**src/rtl/chronologic_if.sv**
```systemverilog
// rtl/chronologic_if.sv - trigger/consequent inputs and check results for the chronologic checker
interface chronologic_if #(
  parameter int CNT_W = 16
);
  logic               a;
  logic               b;
  logic signed [31:0] delay;
  logic               pass;
  logic               fail;
  logic               busy;
  logic               clamped;
  logic [CNT_W-1:0]   pass_cnt;
  logic [CNT_W-1:0]   fail_cnt;

  modport master (
    output a, b, delay,
    input  pass, fail, busy, clamped, pass_cnt, fail_cnt
  );

  modport slave (
    input  a, b, delay,
    output pass, fail, busy, clamped, pass_cnt, fail_cnt
  );
endinterface

```
**src/rtl/chronologic.sv**
```systemverilog
// rtl/chronologic.sv - delayed implication checker: a with delay D expects b after D-1 cycles
module chronologic #(
  parameter int MAX_LAT = 15,
  parameter int CNT_W   = 16
) (
  input  logic         clk,
  input  logic         rst,
  chronologic_if.slave bus
);
  localparam int LW = $clog2(MAX_LAT + 2);
  localparam int signed MAX_S = MAX_LAT;

  logic [MAX_LAT:0] pend_q;
  logic [MAX_LAT:0] pend_nxt;
  logic [MAX_LAT:0] sched;
  logic [LW-1:0]    lat;
  logic             clamp;
  logic             due;
  logic             pass_q;
  logic             fail_q;
  logic             clamped_q;
  logic [CNT_W-1:0] pass_cnt_q;
  logic [CNT_W-1:0] fail_cnt_q;

  always_comb begin
    lat   = '0;
    clamp = 1'b0;
    if (bus.a && bus.delay > 32'sd1) begin
      if (bus.delay - 32'sd1 > MAX_S) begin
        clamp = 1'b1;
        lat   = LW'(MAX_LAT);
      end else begin
        lat = LW'(bus.delay - 32'sd1);
      end
    end
  end

  // A latency of L lands in slot L-1 after this cycle's shift.
  always_comb begin
    sched = '0;
    for (int k = 0; k <= MAX_LAT; k++) begin
      sched[k] = bus.a && (lat == LW'(k + 1));
    end
  end

  assign due      = pend_q[0] | (bus.a && lat == '0);
  assign pend_nxt = {1'b0, pend_q[MAX_LAT:1]} | sched;

  always_ff @(posedge clk) begin
    if (rst) begin
      pend_q     <= '0;
      pass_q     <= 1'b0;
      fail_q     <= 1'b0;
      clamped_q  <= 1'b0;
      pass_cnt_q <= '0;
      fail_cnt_q <= '0;
    end else begin
      pend_q    <= pend_nxt;
      pass_q    <= due & bus.b;
      fail_q    <= due & ~bus.b;
      clamped_q <= clamp;
      if (due && bus.b && !(&pass_cnt_q)) begin
        pass_cnt_q <= pass_cnt_q + CNT_W'(1);
      end
      if (due && !bus.b && !(&fail_cnt_q)) begin
        fail_cnt_q <= fail_cnt_q + CNT_W'(1);
      end
    end
  end

  assign bus.pass     = pass_q;
  assign bus.fail     = fail_q;
  assign bus.clamped  = clamped_q;
  assign bus.busy     = |pend_q;
  assign bus.pass_cnt = pass_cnt_q;
  assign bus.fail_cnt = fail_cnt_q;
endmodule

```
**src/flat_wrapper.sv**
```systemverilog
// flat-port wrapper written by rule: the top's interface ports become plain ports
module chronologic_flat 
#(
  parameter int MAX_LAT = 15,
  parameter int CNT_W   = 16
)
  (clk, rst, bus_a, bus_b, bus_delay, bus_pass, bus_fail, bus_busy, bus_clamped, bus_pass_cnt, bus_fail_cnt);
  chronologic_if #(.CNT_W(CNT_W)) bus_i ();
  input  logic clk;
  input  logic rst;
  input wire logic [$bits(bus_i.a)-1:0] bus_a;
  input wire logic [$bits(bus_i.b)-1:0] bus_b;
  input wire logic [$bits(bus_i.delay)-1:0] bus_delay;
  output wire logic [$bits(bus_i.pass)-1:0] bus_pass;
  output wire logic [$bits(bus_i.fail)-1:0] bus_fail;
  output wire logic [$bits(bus_i.busy)-1:0] bus_busy;
  output wire logic [$bits(bus_i.clamped)-1:0] bus_clamped;
  output wire logic [$bits(bus_i.pass_cnt)-1:0] bus_pass_cnt;
  output wire logic [$bits(bus_i.fail_cnt)-1:0] bus_fail_cnt;
  assign bus_i.a = bus_a;
  assign bus_i.b = bus_b;
  assign bus_i.delay = bus_delay;
  assign bus_pass = bus_i.pass;
  assign bus_fail = bus_i.fail;
  assign bus_busy = bus_i.busy;
  assign bus_clamped = bus_i.clamped;
  assign bus_pass_cnt = bus_i.pass_cnt;
  assign bus_fail_cnt = bus_i.fail_cnt;
  chronologic #(.MAX_LAT(MAX_LAT), .CNT_W(CNT_W)) u_core (.clk(clk), .rst(rst), .bus(bus_i));
endmodule
```
**config.mk**
```make
export PLATFORM = sky130hd
export DESIGN_NAME = chronologic_flat
export DESIGN_NICKNAME = d
export VERILOG_FILES = /design/src/rtl/chronologic_if.sv /design/src/rtl/chronologic.sv /design/src/flat_wrapper.sv
export SDC_FILE = /design/constraint.sdc
export NUM_CORES = 1
export LEC_CHECK = 0
export BUFFER_PORTS_ARGS = -buffer_cell sky130_fd_sc_hd__buf_2
export CORE_MARGIN = 1.5
export CORE_UTILIZATION = 25
export DETAILED_ROUTE_END_ITERATION = 8
export GPL_ROUTABILITY_DRIVEN = 0
export SLEW_MARGIN = 20
export SYNTH_ARGS = -nofsm -noshare
export SYNTH_HDL_FRONTEND = slang
export SYNTH_SLANG_ARGS = --single-unit
```
**constraint.sdc**
```tcl
create_clock -name clk -period 3.6 [get_ports clk]
set_input_delay 0.36 -clock clk [delete_from_list [all_inputs] [get_ports clk]]
set_output_delay 0.36 -clock clk [all_outputs]
set_load 0.01 [all_outputs]
```
==> results of run 1 <==
-- Yosys cell counts (all sizes together), types with 5 or more instances --
master / instances
a31oi: 15
nor4: 14
nor2: 34
or3: 21
nor3: 10
mux2i: 5
nand3: 15
dfxtp: 51
a21oi: 30
clkbuf: 5
or4: 6
and3: 9
o21ai: 25
o31ai: 5
buf: 9
nand4: 11
inv: 8
nand2: 21
and4: 5
-- per-stage QoR --
| stage | hold WS [ps] | util | setup slack (ps) |
|---|---|---|---|
| 2_1_floorplan | 437.2 | - | 831.0 |
| 3_3_place_gp | 449.3 | 0.3059 | 346.2 |
| 3_5_place_dp | 463.4 | 0.3059 | 279.9 |
| 4_1_cts | 395.6 | 0.3176 | 577.7 |
| 5_1_grt | 404.9 | 0.3176 | 215.6 |
| 6_report | 400.9 | 0.3176 | 606.9 |
-- placed cells by master (no fill, tap or decap), types with 3 or more instances in the layout --
cell type / count
buf_4: 4
nor2_1: 34
or2_2: 4
nor3_1: 10
dfxtp_1: 51
buf_2: 71
xnor2_1: 3
a21oi_1: 30
nor4_1: 10
a31oi_1: 15
nand3_1: 15
nand2b_1: 4
and3_1: 9
nor4_2: 3
nand4_1: 11
ha_1: 4
o21ai_0: 24
or3_1: 21
xor2_1: 4
nor2b_1: 3
o31ai_1: 5
and4_1: 5
clkbuf_8: 6
mux2i_1: 5
inv_1: 8
and2_1: 4
or4_1: 6
nand2_1: 21
-- worst max-delay path: stages --
cell and delay, ps:
buf_2 140, inv_1 80, ha_1 170, nor3b_2 340
nand4_1 170, a2111oi_2 370, nand4_1 210, nor4_2 340
nor2_1 290, buf_4 240, or3_1 340, a21oi_1 140
-- area by class of cell --
type,instances,area share
timing repair buffer,75,0.1165
multi-input combinational,266,0.4777
sequential,51,0.3086
tap,136,0.05144
inverter,8,0.009077
clock buffer,6,0.02496
clock inverter,2,0.01172
-- state kept, by name (all words and copies together), names as in the netlist --
register             flops
u_core.bus.clamped       1
u_core.bus.fail_cnt     16
u_core.bus.pass_cnt     16
u_core.bus.pass          1
u_core.bus.fail          1
u_core.pend_q           16
-- logic make-up after synthesis --
family	share of synthesized area
AND/OR/NAND/NOR	0.3372
AO/OA/AOI/OAI	0.1852
flip-flops	0.3769
buffers and inverters	0.03972
XOR/XNOR	0.02263
multiplexers	0.01848
adder cells (fa/ha/maj)	0.01848
other	0.001384
-- worst paths after layout --
path                           from                       to  slack [ps]  depth (start not counted)
max reg2reg  u_core.bus.fail_cnt[6]   u_core.bus.fail_cnt[1]         740                          9
min reg2reg        u_core.pend_q[2]         u_core.pend_q[1]         480                          2
max                    bus_delay[0]  u_core.bus.fail_cnt[14]         610                         12
min                           bus_b          u_core.bus.fail         400                          3
-- metal layers --
layer | wire (um) | share of wire
met1 | 3348 | 0.48
met3 | 283 | 0.040
met2 | 3382 | 0.48
met5 | 0 | 0
met4 | 33 | 0.0047
-- power by group through the flow --
stage	clock network, mW	registers (mW)	logic [mW]
after global placement	0	0.588	0.114
final	0.426	0.575	0.116
after floorplan	0	0.589	0.0675
after CTS	0.439	0.576	0.116
after detailed placement	0	0.588	0.116
after global routing	0.456	0.576	0.129
==> results.toml, run 1 <==
[pwr]
switching_share = 0.2454
ir_drop_v = 0.0001875
combPwrFrac = 0.103
power_mw = 1.117
power_density_nw_per_um2 = 337.8
p_int_uw = 843.2
p_leak_nw = 1.264
p_seq_frac = 0.515
p_switching_uw = 274.3
clkPwrFrac = 0.382

[global_route]
globalRouteTotalUtil = 0.1248
grt_overflow_total = 0
grtUsageMet3 = 0.02675
grt_max_degree = 51
busiest_layer = "met2"
antenna_found_initial = 0
gr-usage-met1 = 0.1606
grt_pass1_vias = 2598
grt_pass1_wl_um = 11900
grt_use_met2 = 0.2161

[timing]
max_freq_ghz = 0.3341
rsz0062_at_grt = "false"
setup_viol = 0
post-route-period-util = 0.8314
slew_headroom = 0.3234
fin_crit_ps = 2993
skew_ps = 15.63
worstMarginPinSlew_ps = 1011
hold_viol_final = 0
setup_tns_ps = 0
slew_violations = 0

[setup_path]
worstPathRequired_ps = 3820
worst_setup_path_end_kind = "flip-flop"
worst_ep_arrival_time_ps = 3210
crit_type = "input pin to flip-flop"
start_kind = "input pin"
worst-path-max-fanout = 20

[synthesis]
synth_nets = 379
yosysWarnings = 0
async_reset_ff_frac = 0
synth_top_area_share = 0.3769
netlist_area_um2 = 2709
synth_edf_count = 0
synth_seq_cells = 51
synth_largest_area_cell = "dfxtp_1"
synth_cell_types = 43
synth_area_per_cell_um2 = 7.991
synthTopCellsByArea = "dfxtp_1 (38%), a21oi_1 (5.5%), or3_1 (4.8%)"
ys.flop_type = "dfxtp_1"
syn_inst = 339
yosysSeqAreaShare = 0.3769

[clocking]
h-tree-depth = 2
cts_hold_buffers = 0
cts_tree = "built"
clock-root-buffer = "clkbuf_8"
cts.sinks = 51
post_cts_buffers = 0
post_cts_resized = 0
cts_buffer_depth = 2
cts_buffers = 5
clk_pin_slew_worst_paths_ps = 100
clkLatencyLatePin_ps = 300

[cells_and_area]
final_area_um2 = 3308
drive_gt1_frac = 0.2279
seq_area_um2 = 1021
n_antenna_cell = 0
multi_input_area_um2 = 1580
final_nets = 447
fillers = 1126
instances_no_fill = 544
area_delta_synth_final_pct = 22.12

[die]
boundaryPins = 72
start_util = 0.2601
core_area_um2 = 10420
die-width_um = 107.1
floorplan.die_area_um2 = 11470
die_h_um = 107.1
row_count = 37

[drt]
drc = 0
wl_um = 7048
drt-vias-per-instance = 5.059
drtAntennaViolNets = 0
dr.pass1.iters = 4
drt-initial-drc-count = 74
wl_per_cell_um = 12.96
vias = 2752

[hold_path]
hp-class = "input pin to flip-flop"

[place]
dpl.cell_count = 536
port_buffers = 71
dp_hpwl_um = 5361
post_dp_cell_area_um2 = 3187

[outcome]
status = "completed"

[job]
max_cap_violations = 0
Power figures use the tool's default switching activity.
==> inputs of run 2 (changes only) <==
- clock period: 3.6 -> 2.7 ns (I/O delays scaled with it)
==> results.toml, run 2 (same netlist as run 1, synthesis figures left out) <==
[clocking]
clk_pin_slew_worst_paths_ps = 100
cts_buffer_depth = 2
cts.sinks = 51
cts_hold_buffers = 0
cts_tree = "built"
clkLatencyLatePin_ps = 310
h-tree-depth = 2
cts_buffers = 5
clock-root-buffer = "clkbuf_8"

[drt]
drc = 0
drt-initial-drc-count = 102
drt-vias-per-instance = 4.974
wl_per_cell_um = 12.92
dr.pass1.iters = 4
drtAntennaViolNets = 0
vias = 2875
wl_um = 7467

[cells_and_area]
utilization = 0.3502
area_delta_synth_final_pct = 34.64
drive_gt1_frac = 0.3122
n_antenna_cell = 0
layout_common_cells = "buf_2 (71), dfxtp_1 (51), buf_4 (35), nor2_1 (32), a21oi_1 (27)"
final_nets = 481
fillers = 1100
layout_commonest_cell = "buf_2"

[pwr]
p_switching_uw = 379.4
p_leak_nw = 1.451
p_int_mw = 1.147
combPwrFrac = 0.122
p_seq_frac = 0.503
ir_drop_v = 0.0002883
power_density_nw_per_um2 = 418.6
switching_share = 0.2485
clkPwrFrac = 0.376

[setup_path]
worst_setup_path_end_kind = "flip-flop"
cp_slowest_stage_delay_ps = 410
worst_ep_arrival_time_ps = 2810
r2r_setup_slack_ps = 400
worstPathRequired_ps = 2940
reg2regPathDepth = 10
crit_end = "u_core.bus.fail_cnt[3]"
worst-path-max-fanout = 7
crit_type = "input pin to flip-flop"
r2r_start = "u_core.bus.fail_cnt[7]"
critPathLaunch = "bus_delay[1]"
start_kind = "input pin"
slowest_stage = "nor4_4"
cpMostUsedCell = "nand4_1"
worstReg2RegEnd = "u_core.bus.fail_cnt[1]"
path_cells = "buf_2 > inv_1 > ha_2 > nor3b_4 > nand4_1 > a2111oi_2 > nand4_1 > nor4_4 > nor2_4 > buf_4 > or3_4 > a21oi_2"

[timing]
timing.final.ws_setup_ps = 129.5
max_freq_ghz = 0.3890
worstMarginPinSlew_ps = 950.4
slew_violations = 0
skew_ps = 13.26
rsz0062_at_grt = "true"
fin_crit_ps = 2571
hold_viol_final = 0
setup_viol = 0
post-route-period-util = 0.9520
holdWs_ps = 300.7
slew_headroom = 0.3664

[global_route]
grt_overflow_total = 0
grt_pass1_wl_um = 12250
globalRouteTotalUtil = 0.1312
grt_pass1_vias = 2656
antenna_found_initial = 0
grt_max_degree = 51

[place]
dp_hpwl_um = 5712
port_buffers = 71
dpl_worst_slack_ps = -237.7

[die]
core_area_um2 = 10420
row_count = 37
start_util = 0.2601
die_h_um = 107.1
die-width_um = 107.1
floorplan.die_area_um2 = 11470
boundaryPins = 72

[job]
max_cap_violations = 0

[hold_path]
hp-class = "input pin to flip-flop"

[outcome]
status = "completed"
==> run 2: metal layers <==
metal,vias up,wire length (um),track usage
met4,0,63,0.03238
li1,1479,-,-
met2,56,3580,0.2302
met3,7,305,0.02188
met1,1333,3518,0.1660
met5,-,0,0
==> run 2: power groups by stage <==
stage	combinational [mW]	clock [mW]	sequential [mW]
after global placement	0.175	0	0.784
after floorplan	0.0900	0	0.785
after detailed placement	0.179	0	0.785
after CTS	0.179	0.591	0.767
after global routing	0.207	0.616	0.769
final	0.186	0.574	0.767
==> run 2: cell type report <==
class	count	area, um^2	area share
well taps	136	170.2	0.04666
clock buffers	6	82.58	0.02264
flip-flops and latches	51	1021	0.2799
inverters	8	30.03	0.008233
clock inverters	2	38.79	0.01063
repair buffers	108	640.6	0.1756
multi-input cells	267	1664	0.4563
==> run 2: how the worst min path moves through the flow <==
stage	startpoint	end	slack, ps	depth (start not counted)
6_report	bus_a	u_core.bus.clamped	300	3
5_1_grt	bus_b	u_core.bus.fail	310	3
4_1_cts	bus_b	u_core.bus.fail	280	3
3_5_place_dp	u_core.pend_q[11]	u_core.pend_q[10]	460	2
3_3_place_gp	u_core.pend_q[6]	u_core.pend_q[5]	450	2
2_1_floorplan	rst	u_core.bus.fail_cnt[15]	430	2
==> run 2: per-stage QoR <==
stage / cells / TNS (ps) / total power, mW / cell area (um^2)
after detailed placement: 568 / -4553 / 0.9635 / 3427
after CTS: 576 / 0 / 1.538 / 3548
after floorplan: 339 / 0 / 0.8749 / 2709
after global placement: 568 / -2476 / 0.9595 / 3427
final: 578 / 0 / 1.527 / 3647
after global routing: 578 / -13.31 / 1.591 / 3647
==> run 2: repair_timing <==
| item | 4_1_cts | 5_1_grt |
|---|---|---|
| resized for setup | 0 | 20 |
| endpoints found under the setup margin | 0 | 25 |
| buffers inserted | 0 | 1 |
==> run 2: critical path, delay by kind of cell <==
family	cells	cell delay [ps]
and+or+nand+nor	6	1470
buffers and inverters	3	360
adders and majority gates	1	170
AOI/OAI and AO/OA	2	530
